<file path="config.mk">
export PLATFORM = sky130hd
export DESIGN_NAME = scl_poly4_filter
export DESIGN_NICKNAME = d
export VERILOG_FILES = /design/src/rtl/scl_poly4_filter.sv
export SDC_FILE = /design/constraint.sdc
export NUM_CORES = 2
export LEC_CHECK = 0
export ABC_AREA = 0
export BUFFER_PORTS_ARGS = -buffer_cell sky130_fd_sc_hd__buf_2
export CAP_MARGIN = 20
export CORE_ASPECT_RATIO = 0.8
export CORE_UTILIZATION = 45
export DETAILED_ROUTE_END_ITERATION = 8
export PLACE_DENSITY = 0.6
export SLEW_MARGIN = 0
export SYNTH_ARGS = -nofsm -noshare
export SYNTH_HDL_FRONTEND = slang
export SYNTH_SLANG_ARGS = --single-unit
</file>
<file path="constraint.sdc">
create_clock -name clk_scl -period 6.3 [get_ports clk_scl]
set_input_delay 1.26 -clock clk_scl [delete_from_list [all_inputs] [get_ports clk_scl]]
set_output_delay 1.26 -clock clk_scl [all_outputs]
set_load 0.01 [all_outputs]
</file>
<file path="src/rtl/scl_poly4_filter.sv">
// ---------------------------------------------------------------------------
// scl_poly4_filter
//
// Four-tap polyphase FIR applied independently to CH packed channels of a
// pixel stream in the horizontal scaler path (clk_scl domain). Each output is
//   y[k] = c0*x[k-1] + c1*x[k] + c2*x[k+1] + c3*x[k+2]
// with edge replication at line boundaries, optional round-half-up before
// the fractional shift, clamping to [0, 2^DW-1] and a clip flag. A contiguous
// run of scl_i_data_en = 1 is one line. Config and the selected coefficient
// set are captured at the first sample of a line and travel with every
// sample of that line, so neither config changes nor table writes can
// disturb a line already in the pipe. Fixed latency is 7 cycles, en to en.
//
// Ports
//   clk_scl          clock
//   rst_n_scl        asynchronous active-low reset
//   scl_cfg_mode     1 = filter, 0 = bypass (x[k] passed through)
//   scl_cfg_phase    coefficient phase used by the next line
//   scl_cfg_rnd      1 = add 2^(FRAC-1) before the shift, 0 = truncate
//   scl_coef_we      coefficient table write strobe
//   scl_coef_sel     phase written by scl_coef_we
//   scl_coef_wdata   {c3,c2,c1,c0}, c0 in the LSBs, signed CW bits each
//   scl_i_data       input pixel, channel c at [c*DW +: DW]
//   scl_i_data_en    input valid
//   scl_o_data       output pixel (holds while scl_o_data_en = 0)
//   scl_o_data_en    output valid
//   scl_o_sat        some channel of the current output pixel was clipped
// ---------------------------------------------------------------------------
module scl_poly4_filter #(
    parameter  int DW   = 8,
    parameter  int CH   = 3,
    parameter  int CW   = 11,
    parameter  int FRAC = 9,
    parameter  int NPH  = 4,
    localparam int PW   = (NPH > 1) ? $clog2(NPH) : 1
) (
    input  logic             clk_scl,
    input  logic             rst_n_scl,
    input  logic             scl_cfg_mode,
    input  logic [PW-1:0]    scl_cfg_phase,
    input  logic             scl_cfg_rnd,
    input  logic             scl_coef_we,
    input  logic [PW-1:0]    scl_coef_sel,
    input  logic [4*CW-1:0]  scl_coef_wdata,
    input  logic [CH*DW-1:0] scl_i_data,
    input  logic             scl_i_data_en,
    output logic [CH*DW-1:0] scl_o_data,
    output logic             scl_o_data_en,
    output logic             scl_o_sat
);

    localparam int NTAB = 1 << PW;          // table covers every phase code
    localparam int PRW  = DW + 1 + CW;      // product width
    localparam int ACW  = DW + CW + 3;      // accumulator width

    localparam logic signed [ACW-1:0] RND_HALF = ACW'(1 << (FRAC - 1));
    localparam logic signed [ACW-1:0] MAX_PIX  = ACW'((1 << DW) - 1);

    // Per-line configuration; one copy rides along with every sample.
    typedef struct packed {
        logic            mode;
        logic            rnd;
        logic [4*CW-1:0] coef;
    } cfg_t;

    function automatic logic [4*CW-1:0] pack_coef(input int c0, input int c1,
                                                  input int c2, input int c3);
        return {CW'(c3), CW'(c2), CW'(c1), CW'(c0)};
    endfunction

    function automatic logic [4*CW-1:0] default_coef(input int p);
        logic [4*CW-1:0] r;
        r = pack_coef(0, 1 << FRAC, 0, 0);
        if (FRAC == 9) begin
            case (p)
                0:       r = pack_coef(-3, 498, 18, -1);
                1:       r = pack_coef(-38, 376, 202, -28);
                2:       r = pack_coef(-28, 202, 376, -38);
                3:       r = pack_coef(-1, 18, 498, -3);
                default: ;
            endcase
        end
        return r;
    endfunction

    // ------------------------------------------------------------------
    // Line qualification
    // ------------------------------------------------------------------
    // After reset, input is ignored until en has been seen low once, so a
    // line cut by reset cannot resurface as a partial line after release.
    logic armed;
    logic in_en;
    logic line_start;

    always_ff @(posedge clk_scl or negedge rst_n_scl) begin
        if (!rst_n_scl) begin
            armed <= 1'b0;
        end else if (!scl_i_data_en) begin
            // NOTE: sequential state uses non-blocking assignments so every
            // flop samples pre-edge values regardless of statement order.
            armed <= 1'b1;
        end
    end

    // ------------------------------------------------------------------
    // Coefficient table
    // ------------------------------------------------------------------
    logic [4*CW-1:0] coef_tab [NTAB];

    always_ff @(posedge clk_scl or negedge rst_n_scl) begin
        if (!rst_n_scl) begin
            // NOTE: this table is a small register file, not a RAM, so it is
            // reset entry by entry to restore the default phases.
            for (int p = 0; p < NTAB; p++) begin
                coef_tab[p] <= default_coef(p);
            end
        end else if (scl_coef_we) begin
            for (int p = 0; p < NPH; p++) begin
                if (scl_coef_sel == PW'(p)) begin
                    coef_tab[p] <= scl_coef_wdata;
                end
            end
        end
    end

    // ------------------------------------------------------------------
    // Config capture and sample window
    // ------------------------------------------------------------------
    // Window slot 0 holds the newest sample. With the centre in slot 2 the
    // taps are x[k-1] = slot 3, x[k] = slot 2, x[k+1] = slot 1, x[k+2] = slot 0.
    cfg_t             w_cfg [3];
    logic [CH*DW-1:0] w_px  [4];
    logic [3:0]       w_v;

    logic [4*CW-1:0]  sel_coef;
    cfg_t             cur_cfg;

    assign in_en      = scl_i_data_en & armed;
    assign line_start = in_en & ~w_v[0];

    always_comb begin
        // NOTE: every variable gets a default at the top of a combinational
        // block so no path leaves it unassigned and no latch is inferred.
        sel_coef = coef_tab[scl_cfg_phase];
        cur_cfg  = w_cfg[0];
        // Write-first: a line starting on the write cycle sees the new set.
        if (scl_coef_we && (scl_coef_sel == scl_cfg_phase)) begin
            sel_coef = scl_coef_wdata;
        end
        // Mid-line samples inherit the config of the previous sample, which
        // is necessarily the same line.
        if (line_start) begin
            cur_cfg.mode = scl_cfg_mode;
            cur_cfg.rnd  = scl_cfg_rnd;
            cur_cfg.coef = sel_coef;
        end
    end

    always_ff @(posedge clk_scl or negedge rst_n_scl) begin
        if (!rst_n_scl) begin
            w_v <= '0;
            for (int i = 0; i < 4; i++) begin
                w_px[i] <= '0;
            end
            for (int i = 0; i < 3; i++) begin
                w_cfg[i] <= '0;
            end
        end else begin
            w_v     <= {w_v[2:0], in_en};
            w_px[0] <= scl_i_data;
            w_cfg[0] <= cur_cfg;
            for (int i = 1; i < 4; i++) begin
                w_px[i] <= w_px[i-1];
            end
            for (int i = 1; i < 3; i++) begin
                w_cfg[i] <= w_cfg[i-1];
            end
        end
    end

    // ------------------------------------------------------------------
    // Edge replication and products
    // ------------------------------------------------------------------
    // Lines are separated by at least one idle cycle, so two adjacent valid
    // slots always belong to the same line. A tap outside the line falls
    // back to the nearest in-line sample.
    logic [DW-1:0]         tap  [CH][4];
    logic signed [PRW-1:0] prod [CH][4];

    always_comb begin
        for (int c = 0; c < CH; c++) begin
            tap[c][1] = w_px[2][c*DW +: DW];
            tap[c][0] = w_v[3] ? w_px[3][c*DW +: DW] : w_px[2][c*DW +: DW];
            tap[c][2] = w_v[1] ? w_px[1][c*DW +: DW] : w_px[2][c*DW +: DW];
            tap[c][3] = (w_v[1] && w_v[0]) ? w_px[0][c*DW +: DW] : tap[c][2];
        end
    end

    always_comb begin
        for (int c = 0; c < CH; c++) begin
            for (int j = 0; j < 4; j++) begin
                prod[c][j] = PRW'($signed({1'b0, tap[c][j]}))
                           * PRW'($signed(w_cfg[2].coef[j*CW +: CW]));
            end
        end
    end

    // ------------------------------------------------------------------
    // Pipeline: products -> pair sums -> final sum
    // ------------------------------------------------------------------
    logic signed [PRW-1:0] s1_prod [CH][4];
    logic                  s1_v, s1_mode, s1_rnd;
    logic [CH*DW-1:0]      s1_px;

    logic signed [ACW-1:0] s2_pair [CH][2];
    logic                  s2_v, s2_mode, s2_rnd;
    logic [CH*DW-1:0]      s2_px;

    logic signed [ACW-1:0] s3_sum [CH];
    logic                  s3_v, s3_mode, s3_rnd;
    logic [CH*DW-1:0]      s3_px;

    always_ff @(posedge clk_scl or negedge rst_n_scl) begin
        if (!rst_n_scl) begin
            s1_prod <= '{default: '0};
            s2_pair <= '{default: '0};
            s3_sum  <= '{default: '0};
            {s1_v, s1_mode, s1_rnd, s1_px} <= '0;
            {s2_v, s2_mode, s2_rnd, s2_px} <= '0;
            {s3_v, s3_mode, s3_rnd, s3_px} <= '0;
        end else begin
            s1_prod <= prod;
            s1_v    <= w_v[2];
            s1_mode <= w_cfg[2].mode;
            s1_rnd  <= w_cfg[2].rnd;
            s1_px   <= w_px[2];

            for (int c = 0; c < CH; c++) begin
                s2_pair[c][0] <= ACW'(s1_prod[c][0]) + ACW'(s1_prod[c][1]);
                s2_pair[c][1] <= ACW'(s1_prod[c][2]) + ACW'(s1_prod[c][3]);
            end
            s2_v    <= s1_v;
            s2_mode <= s1_mode;
            s2_rnd  <= s1_rnd;
            s2_px   <= s1_px;

            for (int c = 0; c < CH; c++) begin
                s3_sum[c] <= s2_pair[c][0] + s2_pair[c][1];
            end
            s3_v    <= s2_v;
            s3_mode <= s2_mode;
            s3_rnd  <= s2_rnd;
            s3_px   <= s2_px;
        end
    end

    // ------------------------------------------------------------------
    // Round, shift, clamp and output register
    // ------------------------------------------------------------------
    logic [CH*DW-1:0]      res_px;
    logic                  res_clip;
    logic signed [ACW-1:0] acc;
    logic signed [ACW-1:0] shr;

    always_comb begin
        res_px   = '0;
        res_clip = 1'b0;
        acc      = '0;
        shr      = '0;
        for (int c = 0; c < CH; c++) begin
            if (s3_rnd) begin
                acc = s3_sum[c] + RND_HALF;
            end else begin
                acc = s3_sum[c];
            end
            shr = acc >>> FRAC;
            if (shr[ACW-1]) begin
                res_px[c*DW +: DW] = '0;
                res_clip           = 1'b1;
            end else if (shr > MAX_PIX) begin
                res_px[c*DW +: DW] = '1;
                res_clip           = 1'b1;
            end else begin
                res_px[c*DW +: DW] = shr[DW-1:0];
            end
        end
    end

    always_ff @(posedge clk_scl or negedge rst_n_scl) begin
        if (!rst_n_scl) begin
            scl_o_data    <= '0;
            scl_o_data_en <= 1'b0;
            scl_o_sat     <= 1'b0;
        end else begin
            scl_o_data_en <= s3_v;
            scl_o_sat     <= s3_v & s3_mode & res_clip;
            if (s3_v) begin
                scl_o_data <= s3_mode ? res_px : s3_px;
            end
        end
    end

endmodule

</file>
Word level (Yosys, flattened, before mapping)
Index checks and enable logic that the tools add are counted.

Flip-flop bits (word level): 930. Output and inout bits: 26.

$add $sub $neg: 12. Multiply operators: 12. Magnitude comparators: 4. Equal/unequal tests: 4. Mux-type cells: 29. Bitwise logic cells: 6. Reductions and logical operators: 7.

Operators by type and width (count): 9-bit by 11-bit multiplier with 20-bit output (12); 44-bit 2-to-1 mux (3); 20-bit by 20-bit adder with 21-bit output (6); 8-bit 2-to-1 mux (15); 44-bit binary-select mux with 2-bit select (1); 21-bit by 21-bit adder with 22-bit output (3); 22-bit by 10-bit adder with 22-bit output (second input constant) (3); 22-bit 2-to-1 mux (3); 13-bit by 9-bit greater-than comparator with 1-bit output (second input constant) (3); 24-bit 2-to-1 mux (1); 2-bit AND reduction (4); 1-bit 2-to-1 mux (6); 1-bit bitwise AND (4); 2-bit equality test (second input constant) (2); 3-bit greater-or-equal comparator (second input constant) (1); 2-bit inverter with 3-bit output (1); 2-bit by 1-bit equality test with 1-bit output (second input constant) (1); 2-bit equality test (1); 1-bit logical AND (2); 2-bit zero test (1); 1-bit inverter (1).

Logic depth before layout (Yosys ltp)
Word-level depth: 10. Mapped depth: 24. Gate-level depth less buffers: 20.

Least setup slack after synthesis
No wires, ideal clock.

Kind: register to register. From: register s1_v (netlist name). To: register s1_prod[159] in the netlist's numbering. Setup time: 0.080 ns. Arrival time: 5.694 ns. Setup slack: 0.526 ns. Cell stages (with the launch flop): 22. Buffers on the path: 4. Clock period less this slack: 5.774 ns. Cell sequence: dfrtp_1 > clkbuf_1 > clkbuf_1 > buf_2 > mux2_2 > clkbuf_1 > nand2_1 > fa_1 > inv_1 > fa_1 > fa_1 > inv_1 > fa_1 > inv_1 > ha_1 > and3_1 > a221oi_1 > a21oi_1 > a211o_1 > a31o_2 > a21oi_1 > xnor2_1.

RTL lines: end signal, assigned (RTL line 232) `s1_prod <= prod;`; end, declared (RTL line 211) `logic signed [PRW-1:0] s1_prod [CH][4];`.

==> flow_summary.json <==
{
  "yosysTopAreaCell": "dfrtp_1",
  "syn_avg_cell_area_um2": 10.2,
  "ys_warn_count": 0,
  "pin_count": 104,
  "cap_viol_max_count": 0,
  "dpl.hpwl_um": 141000,
  "grt_usage_pct": 21.4,
  "max_slew_margin_pct": 23.3,
  "vias": 50200,
  "dr.pass1.iters": 8,
  "final_area_um2": 83500,
  "hold_path_depth": 0,
  "worst_pin_slew_ps": 1150,
  "whs_endpoint": "s3_px[20]",
  "htreeDepth": 3,
  "synth_top_area_share_pct": 26.0,
  "setup_viol": 0,
  "outcome": "finished, violations left",
  "drv_slew": 0,
  "drive_gt1_share_pct": 10.6,
  "cts_resized": 0,
  "crit_path_start_kind": "flip-flop",
  "required_ps": 6970,
  "holdBufCountCts": 0,
  "dp_slack_ps": 411,
  "rr_worst_depth": 18,
  "initial_core_util_pct": 45.3,
  "rsz0062_at_grt": "no",
  "r2r-end": "s1_prod[117]",
  "cp.arrival_ps": 6580,
  "criticalPathCategory": "reg2reg",
  "die_x_um": 464,
  "syn-cell-area_um2": 76800,
  "dieArea_um2": 172000,
  "antenna_found_initial": 15,
  "fin_crit_sh_pct": 93.8,
  "fp.dieH_um": 372,
  "areaGrowthSynthToFinish_pct": 8.74,
  "min_from": "s2_px[20]",
  "drt_iter0_markers": 2235,
  "clk_path_buf_depth": 3,
  "fin_util_pct": 49.3,
  "timing.final.ws_setup_ps": 392,
  "drc": 12,
  "rrSetupSlack_ps": 390,
  "violations": "DRC",
  "rows": 135,
  "cp_max_fo": 11,
  "cts_made_buffers": 93,
  "skew_ps": 44.9,
  "gp_congestion": 0.898,
  "place_area_um2": 80200,
  "hold_path.class": "reg2reg",
  "grt_pass1_vias": 53300,
  "fin_nets": 9202,
  "crit_path_end_kind": "flip-flop",
  "reg2reg_from": "w_v[1]",
  "yosys_register_bits": 905,
  "clkSlewWorstSetupHoldPaths_ps": 70,
  "finalHoldViolCount": 0,
  "wire_per_inst_um": 17.8,
  "avgViaCountPerCell": 5.05,
  "syn-num-nets": 9141,
  "synth-edff-count": 0,
  "io_buffers": 103,
  "antenna_left": 0,
  "setup-tns-final_ps": 0,
  "coreArea_um2": 169000,
  "insertion_delay_ps": 740,
  "period_needed_ps": 5910,
  "max_freq_mhz": 169,
  "ys_top_cells_by_area": "dfrtp_1 26%, fa_1 23%, ha_1 11%, inv_1 7.3%, dfstp_2 3.6%",
  "synthFlopType": "dfrtp_1",
  "grt_pass1_wl_um": 292000,
  "cts-root-buf": "clkbuf_16",
  "postSynthCellCount": 7530,
  "grt_max_degree": 167,
  "drt_wl_total_um": 177000,
  "clock-sinks": 905,
  "cts_tree": "built",
  "synth.distinct_cells": 77,
  "ys_async_sr_fraction_pct": 100,
  "yosys.cell_count.top_type": "inv_1",
  "overflow": 0,
  "postCtsSetupRepairBufs": 0,
  "ys_top_cells_by_count": "1,497 x inv_1, 870 x fa_1, 799 x dfrtp_1, 672 x nand2_1, 663 x ha_1",
  "yosysSeqAreaShare_pct": 29.7
}
## critical path, cell delays in order, from the launching register on
cell and delay, ps:
dfrtp_1 630, buf_4 300, mux2_2 360, buf_4 180
nand2_1 160, fa_1 560, fa_1 540, inv_1 60
fa_1 520, inv_1 50, fa_1 470, inv_1 40
ha_1 340, a21o_1 200, a211o_1 330, a2111oi_0 520
nor4b_1 170, nor4_1 270, a311o_1 160
## registers in the layout, summed over array words and instances (netlist names), 3 cells and up
signal and cells:
s1_prod 240, coef_tab 176, w_cfg 138, s2_pair 126, w_px 48, s3_sum 42, s1_px 24, s2_px 24
s3_px 24, scl_o_data 24, tap 24, w_v 3
## how the worst max path moves through the flow
stage                     startpoint  cells after the start            to  slack [ps]
after floorplan                 s1_v                     21  s1_prod[159]         530
after global placement          s1_v                     16  s1_prod[239]         430
after detailed placement        s1_v                     16  s1_prod[239]         410
after CTS                       s1_v                     16  s1_prod[239]         360
after global routing          w_v[1]                     19  s1_prod[117]          60
final                         w_v[1]                     18  s1_prod[117]         390
## metrics by stage
step,instances,hold slack [ps]
finish,9934,344
global route,9927,354
CTS,9927,348
detailed placement,9756,335
global placement,9756,332
floorplan,7530,331
## kinds of logic (layout without fill, tap and decap cells)
| kind of cell | Yosys count | after routing | share of synthesized area, % |
|---|---|---|---|
| mux | 342 | 342 | 5.55 |
| fa+ha+maj | 1533 | 1533 | 33.5 |
| simple gates | 1756 | 1756 | 11.3 |
| other cells | 0 | 7 | 0 |
| buf+inv | 1749 | 1886 | 8.57 |
| xor+xnor | 348 | 348 | 3.97 |
| compound gates | 897 | 897 | 7.44 |
| flops | 905 | 905 | 29.7 |
## cell type report
type                            count  area [µm²]
Antenna cell                        7        17.5
Clock buffer                      116        2550
Clock inverter                     55         771
Fill cell                       15500       85900
Inverter                         1497        5620
Multi-Input combinational cell   4876       47500
Sequential cell                   905       22800
Tap cell                         2260        2830
Timing Repair Buffer              218        1480
## layer usage
metal  part of all wire, %  GRT usage (%)  vias to the layer above
met2                    45           34.2                      927
met5                 0.037              0                        -
met3                   4.7           3.24                      218
met4                   2.6           5.58                       10
met1                    48           30.5                    25200
li1                      -              -                    23800
## layout by cell type (no fill, tap or decap), types with 93 or more instances in the layout
cell	n
buf_2	102
mux2_2	233
nor2_1	212
nand2_1	672
fa_1	870
dfstp_2	106
buf_4	108
nor2b_1	173
xnor2_1	252
o21ai_0	203
and2_1	410
inv_1	1497
a21oi_1	250
clkbuf_16	93
dfrtp_1	798
ha_1	663
xor2_1	96
Power is left out: the tool's default activity adds up to more than one toggle a clock period on the data nets, which glitch-free logic cannot reach.
